### config.mk
export PLATFORM = sky130hd
export DESIGN_NAME = dff_ring_loader
export DESIGN_NICKNAME = d
export VERILOG_FILES = /design/src/rtl/dff_ring_loader.sv
export SDC_FILE = /design/constraint.sdc
export NUM_CORES = 1
export LEC_CHECK = 0
export CAP_MARGIN = 0
export CORE_AREA = 2 2 67 69
export DETAILED_ROUTE_END_ITERATION = 6
export DIE_AREA = 0 0 69 71
export PLACE_DENSITY = 0.76
export SLEW_MARGIN = 15
export SYNTH_ARGS = -nofsm -noshare
export SYNTH_HDL_FRONTEND = slang
export SYNTH_SLANG_ARGS = --single-unit
### constraint.sdc
create_clock -name CLK -period 2.15 [get_ports CLK]
set_input_delay 0.3225 -clock CLK [delete_from_list [all_inputs] [get_ports CLK]]
set_output_delay 0.3225 -clock CLK [all_outputs]
set_load 0.03 [all_outputs]
### src/rtl/dff_ring_loader.sv
// Frame controller for a circular DFF ring: round-robin loads DEPTH words from two
// producers, then lets the ring recirculate for a programmed number of full turns.
module dff_ring_loader #(
  parameter int DATA_W = 8,
  parameter int DEPTH  = 4,
  parameter int ROT_W  = 8
) (
  input  logic              CLK,
  input  logic              RST,
  input  logic              start,
  input  logic [ROT_W-1:0]  rot_count,
  input  logic              req_a,
  input  logic              req_b,
  input  logic [DATA_W-1:0] data_a,
  input  logic [DATA_W-1:0] data_b,
  output logic              gnt_a,
  output logic              gnt_b,
  output logic              ring_wr,
  output logic [DATA_W-1:0] ring_data,
  output logic              head,
  output logic              busy,
  output logic              done,
  output logic [2:0]        load_cnt
);

  localparam int              PH_W     = (DEPTH > 1) ? $clog2(DEPTH) : 1;
  localparam logic [PH_W-1:0] PH_LAST  = PH_W'(DEPTH - 1);
  localparam logic [2:0]      CNT_LAST = 3'(DEPTH - 1);

  typedef enum logic [1:0] {
    S_IDLE,
    S_LOAD,
    S_CIRC,
    S_DONE
  } state_t;

  state_t              r_state;
  logic                r_last_b;
  logic [ROT_W-1:0]    r_rot_rem;
  logic [PH_W-1:0]     r_phase;
  logic                r_armed;
  logic                r_ring_wr;
  logic [DATA_W-1:0]   r_ring_data;
  logic                r_head;
  logic                r_busy;
  logic                r_done;
  logic [2:0]          r_load_cnt;

  logic                w_in_load;
  logic                w_gnt_a;
  logic                w_gnt_b;
  logic                w_gnt;
  logic [DATA_W-1:0]   w_gnt_data;
  logic [PH_W-1:0]     w_phase_nxt;

  // NOTE: grants are continuous assigns of registered state and inputs, so
  // they fall the instant reset forces IDLE and no latch can be inferred.
  assign w_in_load   = (r_state == S_LOAD);
  assign w_gnt_a     = w_in_load && req_a && (!req_b || r_last_b);
  assign w_gnt_b     = w_in_load && req_b && (!req_a || !r_last_b);
  assign w_gnt       = w_gnt_a | w_gnt_b;
  assign w_gnt_data  = w_gnt_a ? data_a : data_b;
  assign w_phase_nxt = (r_phase == PH_LAST) ? '0 : r_phase + 1'b1;

  // Phase tracks where word 0 sits in the ring; it starts the cycle word 0 is
  // written and head fires whenever word 0 has come all the way round.
  // NOTE: all state uses non-blocking assignments so every flop samples the
  // pre-edge values regardless of statement order.
  always_ff @(posedge CLK or negedge RST) begin
    if (!RST) begin
      r_state     <= S_IDLE;
      r_last_b    <= 1'b1;
      r_rot_rem   <= '0;
      r_phase     <= '0;
      r_armed     <= 1'b0;
      r_ring_wr   <= 1'b0;
      r_ring_data <= '0;
      r_head      <= 1'b0;
      r_busy      <= 1'b0;
      r_done      <= 1'b0;
      r_load_cnt  <= '0;
    end else begin
      r_ring_wr <= 1'b0;
      r_done    <= 1'b0;
      if (r_armed) begin
        r_phase <= w_phase_nxt;
        r_head  <= (r_phase == PH_LAST);
      end

      case (r_state)
        S_IDLE: begin
          if (start) begin
            r_state    <= S_LOAD;
            r_busy     <= 1'b1;
            r_load_cnt <= '0;
            r_rot_rem  <= rot_count;
          end
        end

        S_LOAD: begin
          if (w_gnt) begin
            r_ring_data <= w_gnt_data;
            r_ring_wr   <= 1'b1;
            r_load_cnt  <= r_load_cnt + 3'd1;
            r_last_b    <= w_gnt_b;
            if (!r_armed) begin
              r_armed <= 1'b1;
              r_phase <= '0;
            end
            if (r_load_cnt == CNT_LAST) begin
              if (r_rot_rem != '0) begin
                r_state <= S_CIRC;
              end else begin
                r_state <= S_DONE;
                r_busy  <= 1'b0;
                r_done  <= 1'b1;
                r_armed <= 1'b0;
                r_head  <= 1'b0;
              end
            end
          end
        end

        S_CIRC: begin
          if (r_head) begin
            if (r_rot_rem == ROT_W'(1)) begin
              r_state   <= S_DONE;
              r_busy    <= 1'b0;
              r_done    <= 1'b1;
              r_armed   <= 1'b0;
              r_head    <= 1'b0;
              r_rot_rem <= '0;
            end else begin
              r_rot_rem <= r_rot_rem - ROT_W'(1);
            end
          end
        end

        S_DONE: begin
          r_state <= S_IDLE;
        end

        default: begin
          r_state <= S_IDLE;
        end
      endcase
    end
  end

  assign gnt_a     = w_gnt_a;
  assign gnt_b     = w_gnt_b;
  assign ring_wr   = r_ring_wr;
  assign ring_data = r_ring_data;
  assign head      = r_head;
  assign busy      = r_busy;
  assign done      = r_done;
  assign load_cnt  = r_load_cnt;

endmodule

==> results of run 1 <==
## worst reg2reg max path: cells and delay by family, from the launching register on
| kind | cells | cell delay, ns |
|---|---|---|
| AO/OA/AOI/OAI | 2 | 0.67 |
| buffers and inverters | 1 | 0.16 |
| flip-flops | 1 | 0.40 |
| multiplexers | 1 | 0.26 |
| AND/OR/NAND/NOR | 1 | 0.42 |
## metrics by stage
step,cells,power [W],setup slack [ns],hold WS [ns]
2_1_floorplan,182,0.00224,0.0866,0.0269
3_5_place_dp,287,0.00298,0.0835,0.509
4_1_cts,295,0.00368,0.0666,0.428
6_report,296,0.00368,0.120,0.419
3_3_place_gp,287,0.00290,0.109,0.484
5_1_grt,296,0.00396,0.0258,0.479
## worst paths after layout
check	start	to	slack [ns]	cells past startpoint
worst max-delay path	r_rot_rem[6]	r_state[1]	0.12	5
worst min-delay path	RST	r_rot_rem[3]	0.42	2
worst max register to register	r_rot_rem[6]	r_state[1]	0.12	5
worst min register to register	r_phase[0]	r_phase[0]	0.54	1
max in group asynchronous	RST	r_last_b	1.42	2
min in group CLK	r_phase[0]	r_phase[0]	0.54	1
## per-layer routing
metal	up-vias	share of wire (%)	track usage, %	routed length (µm)
met3	7	6.0	5.56	245
met5	-	0	0	0
met4	0	1.5	6.54	61
met1	773	44	22.0	1800
met2	49	48	29.8	1980
li1	782	-	-	-
## power by group
group / leakage, nW / switching, W / internal (W)
sequential: 0.350 / 0.000182 / 0.000803
combinational: 0.643 / 0.00109 / 0.000929
clock: 0.0681 / 0.000219 / 0.000460
## flip-flops by register name (all words and copies together), names as in the netlist
signal and flops:
busy 1, done 1, head 1, load_cnt 3
r_armed 1, r_last_b 1, r_phase 2, r_rot_rem 8
r_state 2, ring_data 8, ring_wr 1
## timing repair
| action | in CTS | in global routing |
|---|---|---|
| gates resized for setup | 0 | 3 |
| setup endpoints to repair | 0 | 3 |
| endpoints found under the hold margin | 0 | 0 |
| setup buffers | 0 | 1 |
## Yosys cell counts, types with 3 or more instances
cell / count
nor2b_1: 3
nor2_1: 18
o41ai_1: 3
o22ai_1: 3
o21ai_0: 12
inv_1: 14
dfrtp_1: 28
a21oi_1: 12
nand2_1: 7
mux2i_1: 11
nand2b_1: 3
ha_1: 12
a22o_1: 6
nor3_1: 3
nand3_1: 5
or3_1: 3
clkbuf_1: 7
## kinds of logic after synthesis
group	count (synthesis)	share of synthesized area, %
fa+ha+maj	12	8.73
compound gates	57	22.6
mux	12	7.05
simple gates	50	14.5
buf+inv	22	4.80
flops	29	42.3
## cells in the final DEF, fill, tap and decap left out, drive strengths merged, types with 7 or more instances in the layout
master | Yosys | layout
dfrtp | 28 | 28
ha | 12 | 12
nand2 | 7 | 7
clkdlybuf4s50 | 0 | 43
nor2 | 18 | 18
o21ai | 12 | 12
mux2i | 11 | 11
inv | 14 | 14
buf | 0 | 18
a22o | 7 | 7
a21oi | 12 | 12
## cell type report
| type | count | area [µm²] |
|---|---|---|
| tap | 52 | 65.1 |
| fill | 370 | 1740 |
| timing repair buffer | 61 | 566 |
| multi-input combinational | 131 | 913 |
| sequential | 29 | 727 |
| inverter | 15 | 56.3 |
| clock buffer | 5 | 68.8 |
| clock inverter | 3 | 65.1 |
==> metrics.csv, run 1 <==
metric;value;unit
status;complete, no violations;
fin area;0.00246;mm²
area grow syn2layout;43.1;%
crit path DAT;2.20;ns
#FFs+latches synth;29;
Worst setup SP type;flop;
I/O Buffers;45;
DP Wirelength;3040;µm
Final nets;284;
number of I/O pins;46;
clk buf depth;2;
Clock Pin Slew Worst Setup and Hold Paths;0.07;ns
Synth area leader;dfrtp_1;
Via density;5.44;
VDD IR max;0.000797;V
gr usage total;17.9;%
Hold Crit Class;in2async;
Synth Warn #;0;
GPL Wtd Cong;0.860;
slew at the pin closest to its max-slew limit;0.372;ns
FFs w/ async S/R, synth;100;%
Detail Route Antenna Nets;0;
RSZ-0062 raised after global routing;no;
Final period util;94.4;%
global-route wire length before repair;7060;µm
DRT Pass-1 Iters;4;
Num CTS Buffers;5;
global route overflow;0;
fmax;0.493;GHz
final count of hold timing violations;0;
Slowest-stage cell, CP;or3_1;
Worst Setup End Kind;flop;
peak fanout along the critical path;5;
Crit Path Category;reg2reg;
row count;24;
Avg Cell Area, Syn;9.45;µm²
max cap viols;0;
number of distinct library cells after synthesis;43;
CP required;2.32;ns
leak pwr;1.06;nW
Tmin final;2.03;ns
Final Skew;0.00305;ns
Primary FF master, synth;dfrtp_1;
via count;1611;
WP buf/inv;1;
placed cell area;0.00232;mm²
relative slew slack;75.2;%
area of the core;0.00420;mm²
Clock Sinks;29;
Setup TNS;0;ns
Detailed Route Iter0 Violations;119;
clock latency on the worst-skew pair;0.29;ns
Slew Limit Fails;0;
dominant cells by area after synthesis;dfrtp_1, ha_1, mux2i_1, nor2_1, a21oi_1;
initial antenna violation count;0;
layout cells sized above 1;14.3;%
cell family with most CP delay;compound AO/OA/AOI/OAI gates;
Pwr Density;1500;mW/mm²
largest incremental delay on the critical path;0.42;ns
CTS tree;built;
DRC;0;
DR WL/cell;13.8;µm
Die W;69;µm
Synth Net Count;223;
crit path cell chain;or3_1 > o31a_1 > a2111o_1 > buf_4 > mux2_2;
EDFF count, synth;0;
Initial Util;40.9;%
Die H;71;µm
Post-CTS Hold Fix Bufs;0;
Seq/Total Area, Yosys;42.3;%
largest net degree at the start of global routing;30;
Clock Tree Root;clkbuf_8;
synthesized area;0.00172;mm²
Final setup viols;0;
vias in the first global route;1620;
Die Area;0.00490;mm²
H-tree levels;2;
Synth top area share;40.7;%
final wirelength;4090;µm
cells after synthesis;182;
final core utilization;58.5;%
antenna cells;0;
Power figures use the tool's default switching activity.
==> run 2, diff against run 1 <==
- CORE_AREA: 2 2 67 69 -> 2 2 63 65
- DIE_AREA: 0 0 69 71 -> 0 0 65 67
- PLACE_DENSITY: 0.76 -> 0.81
- clock period: 2.15 -> 1.95 ns (I/O delays scaled with it)
==> run 2 against run 1 <==
Net effect: the flow now finishes with violations (negative setup slack); power is 17% higher; cell count grew 2.4%; largest cell class unchanged; combinational power is 22% higher; critical path depth unchanged; sequential cell count stayed put; non-clock buffer count grew 11; via count grew 3.8%; utilization is 13 points higher.
==> metrics.csv, run 2 (same netlist as run 1, synthesis figures left out) <==
metric;value;unit
status;complete, but fails checks;
failing checks;negative setup slack;
Clock Pin Slew Worst Setup and Hold Paths;0.07;ns
switching share of total power;40.2;%
max cap viols;0;
relative slew slack;74.8;%
vias in the first global route;1587;
register area;728;µm²
area of the multi-input gates;951;µm²
fmax;0.487;GHz
Clock power frac;17.5;%
final count of hold timing violations;0;
GPL Wtd Cong;0.813;
Post-CTS Hold Fix Bufs;0;
peak fanout along the critical path;5;
DRT Pass-1 Iters;4;
Clock Tree Root;clkbuf_8;
number of I/O pins;46;
Min Hold Slack;0.375;ns
Clock Sinks;29;
Tmin final;2.05;ns
part of the power in combinational logic;57.2;%
most common cell after layout, fill and taps aside;clkdlybuf4s50_1;
Crit Path Category;reg2reg;
DRC;0;
global-route wire length before repair;7030;µm
Via density;5.52;
Final Skew;0.0113;ns
Initial Util;47.7;%
area grow syn2layout;50.8;%
DP Wirelength;3100;µm
Final nets;295;
clk buf depth;2;
area of the core;0.00361;mm²
CP required;2.16;ns
Worst Setup End Kind;flop;
Net Sw Power;0.00174;W
crit path DAT;2.26;ns
global route overflow;0;
Die Area;0.00436;mm²
CTS tree;built;
Num CTS Buffers;5;
Internal;0.00258;W
Detail Route Antenna Nets;0;
Final setup viols;2;
via count;1673;
initial antenna violation count;0;
Die H;67;µm
Die W;65;µm
Pwr Density;1670;mW/mm²
leak pwr;1.12;nW
antenna cells;0;
Worst setup SP type;flop;
most frequent cells in the layout;clkdlybuf4s50_1, dfrtp_1, buf_4;
I/O Buffers;45;
Final period util;105;%
Detailed Route Iter0 Violations;60;
VDD IR max;0.00102;V
RSZ-0062 raised after global routing;yes;
slack of the critical path;-0.102;ns
Fill cells;258;
final wirelength;4330;µm
DR WL/cell;14.3;µm
Hold Crit Class;in2async;
row count;22;
largest net degree at the start of global routing;30;
gr usage total;21.3;%
Setup TNS;-0.119;ns
Slew Limit Fails;0;
layout cells sized above 1;21.2;%
slew at the pin closest to its max-slew limit;0.373;ns
DP Worst Slack;-0.0606;ns
final core utilization;71.9;%
H-tree levels;2;
part of the power in registers;25.3;%
clock latency on the worst-skew pair;0.29;ns
-- run 2: layout make-up --
type,instances,area share [%]
Multi-Input combinational cell,131,36.7
Sequential cell,29,28.1
Timing Repair Buffer,72,25.6
Clock buffer,5,2.65
Clock inverter,3,2.51
Tap cell,48,2.32
Inverter,15,2.17
-- run 2: worst paths after layout --
| path | startpoint | endpoint | slack, ns | cells after the start |
|---|---|---|---|---|
| worst max-delay path | r_rot_rem[4] | r_state[0] | -0.10 | 5 |
| worst max register to register | r_rot_rem[4] | r_state[0] | -0.10 | 5 |
| worst min-delay path | RST | r_rot_rem[4] | 0.38 | 2 |
| worst min register to register | r_phase[1] | r_phase[1] | 0.51 | 1 |
| min in group CLK | r_phase[1] | r_phase[1] | 0.51 | 1 |
| max in group asynchronous | RST | r_last_b | 1.25 | 2 |
-- run 2: repair_timing --
action,CTS,global route
gates cloned,0,0
setup endpoints to repair,3,7
setup buffers,1,1
gates resized for setup,2,11
pin swaps,0,2
-- run 2: critical path: stages (launching register included) --
cell	delay [ns]
dfrtp_1	0.40
or3_4	0.40
o31a_1	0.32
a2111o_1	0.37
or3_1	0.38
o21ai_1	0.09
-- run 2: layer usage --
layer	part of all wire [%]	wire length, µm	track usage (%)	vias to the layer above
li1	-	-	-	809
met1	42	1830	25.3	794
met2	49	2120	36.5	62
met3	7.0	305	5.74	8
met4	1.8	76	8.51	0
met5	0	0	0	-
-- run 2: power by group through the flow --
stage / registers [W] / clock network (W) / logic (W)
5_1_grt: 0.00113 / 0.000795 / 0.00270
4_1_cts: 0.00107 / 0.000763 / 0.00239
3_3_place_gp: 0.00106 / 0 / 0.00229
2_1_floorplan: 0.00132 / 0 / 0.00116
6_report: 0.00109 / 0.000757 / 0.00247
3_5_place_dp: 0.00108 / 0 / 0.00235
-- run 2: through the flow --
step / power [W] / area [µm²] / cells
after floorplan: 0.00248 / 1730 / 182
after global placement: 0.00335 / 2400 / 293
after detailed placement: 0.00343 / 2400 / 293
after CTS: 0.00422 / 2550 / 302
after global routing: 0.00462 / 2590 / 303
final: 0.00432 / 2590 / 303
==> run 3, diff against run 2 <==
- RECOVER_POWER: default -> 25
- TNS_END_PERCENT: default -> 5
==> run 3 against run 2 <==
Net effect: the run still ends with negative setup slack left; via count is 0.12% higher; worst setup slack better by 0.072 ns; global-route usage is 0.23 points higher; critical endpoint unchanged.
==> metrics.csv, run 3 (same netlist as run 1, synthesis figures left out) <==
metric;value;unit
most frequent cells in the layout;clkdlybuf4s50_1, buf_4, dfrtp_1;
fin area;0.00256;mm²
leak pwr;1.10;nW
row count;22;
Detail Route Antenna Nets;0;
final core utilization;71.0;%
FF-to-FF setup slack;-0.03;ns
Worst Setup End Kind;flop;
Critical Path Source;r_rot_rem[6];
Final Skew;0.00319;ns
DR WL/cell;14.4;µm
WP buf/inv;0;
fmax;0.505;GHz
cell family with most CP delay;compound AO/OA/AOI/OAI gates;
Detailed Route Iter0 Violations;80;
CP endpoint;r_state[0];
largest net degree at the start of global routing;30;
relative slew slack;51.8;%
global route overflow;0;
critical path depth;5;
Clock Sinks;29;
switching share of total power;42.9;%
status;complete, but fails checks;
Crit Path Category;reg2reg;
crit path DAT;2.14;ns
Via density;5.49;
vias in the first global route;1603;
CP required;2.11;ns
Final setup viols;1;
DRC;0;
VDD IR max;0.00102;V
max cap viols;0;
global-route wire length before repair;7050;µm
worst r2r path cells;5;
DP Worst Slack;-0.0906;ns
part of the power in combinational logic;61.5;%
largest incremental delay on the critical path;0.39;ns
Clock Tree Root;clkbuf_8;
crit path cell chain;or3_1 > o31a_1 > a2111o_1 > a311oi_2 > o21ai_1;
Final nets;297;
slack of the critical path;-0.0301;ns
final count of hold timing violations;0;
placed cell area;0.00240;mm²
most common cell after layout, fill and taps aside;clkdlybuf4s50_1;
failing checks;negative setup slack;
Die Area;0.00436;mm²
Tmin final;1.98;ns
number of I/O pins;46;
Inst Count DP;295;
final wirelength;4390;µm
initial antenna violation count;0;
Final period util;102;%
Hold Crit Start;r_phase[1];
Worst setup SP type;flop;
RR Startpoint;r_rot_rem[6];
Hold Crit Class;reg2reg;
Die H;67;µm
Layout Cells excl Fill;305;
antenna cells;0;
Die W;65;µm
Internal;0.00235;W
clk buf depth;2;
clock latency on the worst-skew pair;0.28;ns
Net Sw Power;0.00177;W
Slowest-stage cell, CP;or3_1;
Slew Limit Fails;0;
via count;1675;
reg-to-reg endpoint;r_state[0];
Pwr Density;1610;mW/mm²
Clock power frac;11.6;%
slew at the pin closest to its max-slew limit;0.723;ns
DRT Pass-1 Iters;4;
area grow syn2layout;48.8;%
peak fanout along the critical path;5;
GPL Wtd Cong;0.894;
DP Wirelength;3250;µm
CTS tree;built;
layout cells sized above 1;22.6;%
Clock Pin Slew Worst Setup and Hold Paths;0.06;ns
part of the power in registers;26.9;%
gr usage total;21.5;%
area of the core;0.00361;mm²
Num CTS Buffers;5;
Initial Util;47.7;%
RSZ-0062 raised after global routing;yes;
I/O Buffers;45;
H-tree levels;2;
-- run 3: cell count changes in the layout (fill, tap and decap cells not counted), sizes merged --
cell and delta:
clkbuf +2, buf +1, dlygate4sd3 +1, clkinv +1, clkdlybuf4s50 -1, bufinv -2
-- run 3: worst min-delay path by stage --
stage / to / slack [ns] / cells after the start
after floorplan: busy / -0.003 / 0
after global placement: r_phase[1] / 0.48 / 1
after detailed placement: r_phase[1] / 0.49 / 1
after CTS: load_cnt[2] / 0.39 / 2
after global routing: r_phase[1] / 0.53 / 1
final: r_phase[1] / 0.50 / 1
-- run 3: cell type report --
type	instances	area, µm²
fill	289	1050
multi-input combinational	131	972
sequential	29	728
timing repair buffer	74	661
clock buffer	6	72.6
tap	48	60.1
inverter	15	56.3
clock inverter	2	10.0
-- run 3: layer usage --
metal | GRT usage, % | routed length (µm) | up-vias
met1 | 26.1 | 1880 | 783
li1 | - | - | 807
met2 | 37.1 | 2100 | 80
met5 | 0 | 0 | -
met4 | 8.51 | 50 | 0
met3 | 4.73 | 354 | 5
-- run 3: through the flow --
| step | setup TNS (ns) | total power (W) | hold slack [ns] |
|---|---|---|---|
| CTS | -0.0960 | 0.00397 | 0.394 |
| global route | -0.348 | 0.00443 | 0.531 |
| floorplan | -0.0861 | 0.00248 | -0.00309 |
| global placement | -0.0248 | 0.00337 | 0.485 |
| detailed placement | -0.156 | 0.00346 | 0.491 |
| finish | -0.0301 | 0.00413 | 0.502 |
-- run 3: power groups by stage --
stage | clock, W | sequential (W) | combinational, W
global route | 0.000519 | 0.00114 | 0.00277
detailed placement | 0 | 0.00109 | 0.00238
global placement | 0 | 0.00107 | 0.00230
floorplan | 0 | 0.00132 | 0.00116
finish | 0.000479 | 0.00111 | 0.00254
CTS | 0.000493 | 0.00108 | 0.00240
-- run 3: what timing repair did --
action / 4_1_cts / 5_1_grt
hold buffers: 0 / 0
gates resized for setup: 3 / 13
pin swaps: 1 / 6
setup buffers: 0 / 2
setup endpoints to repair: 4 / 12
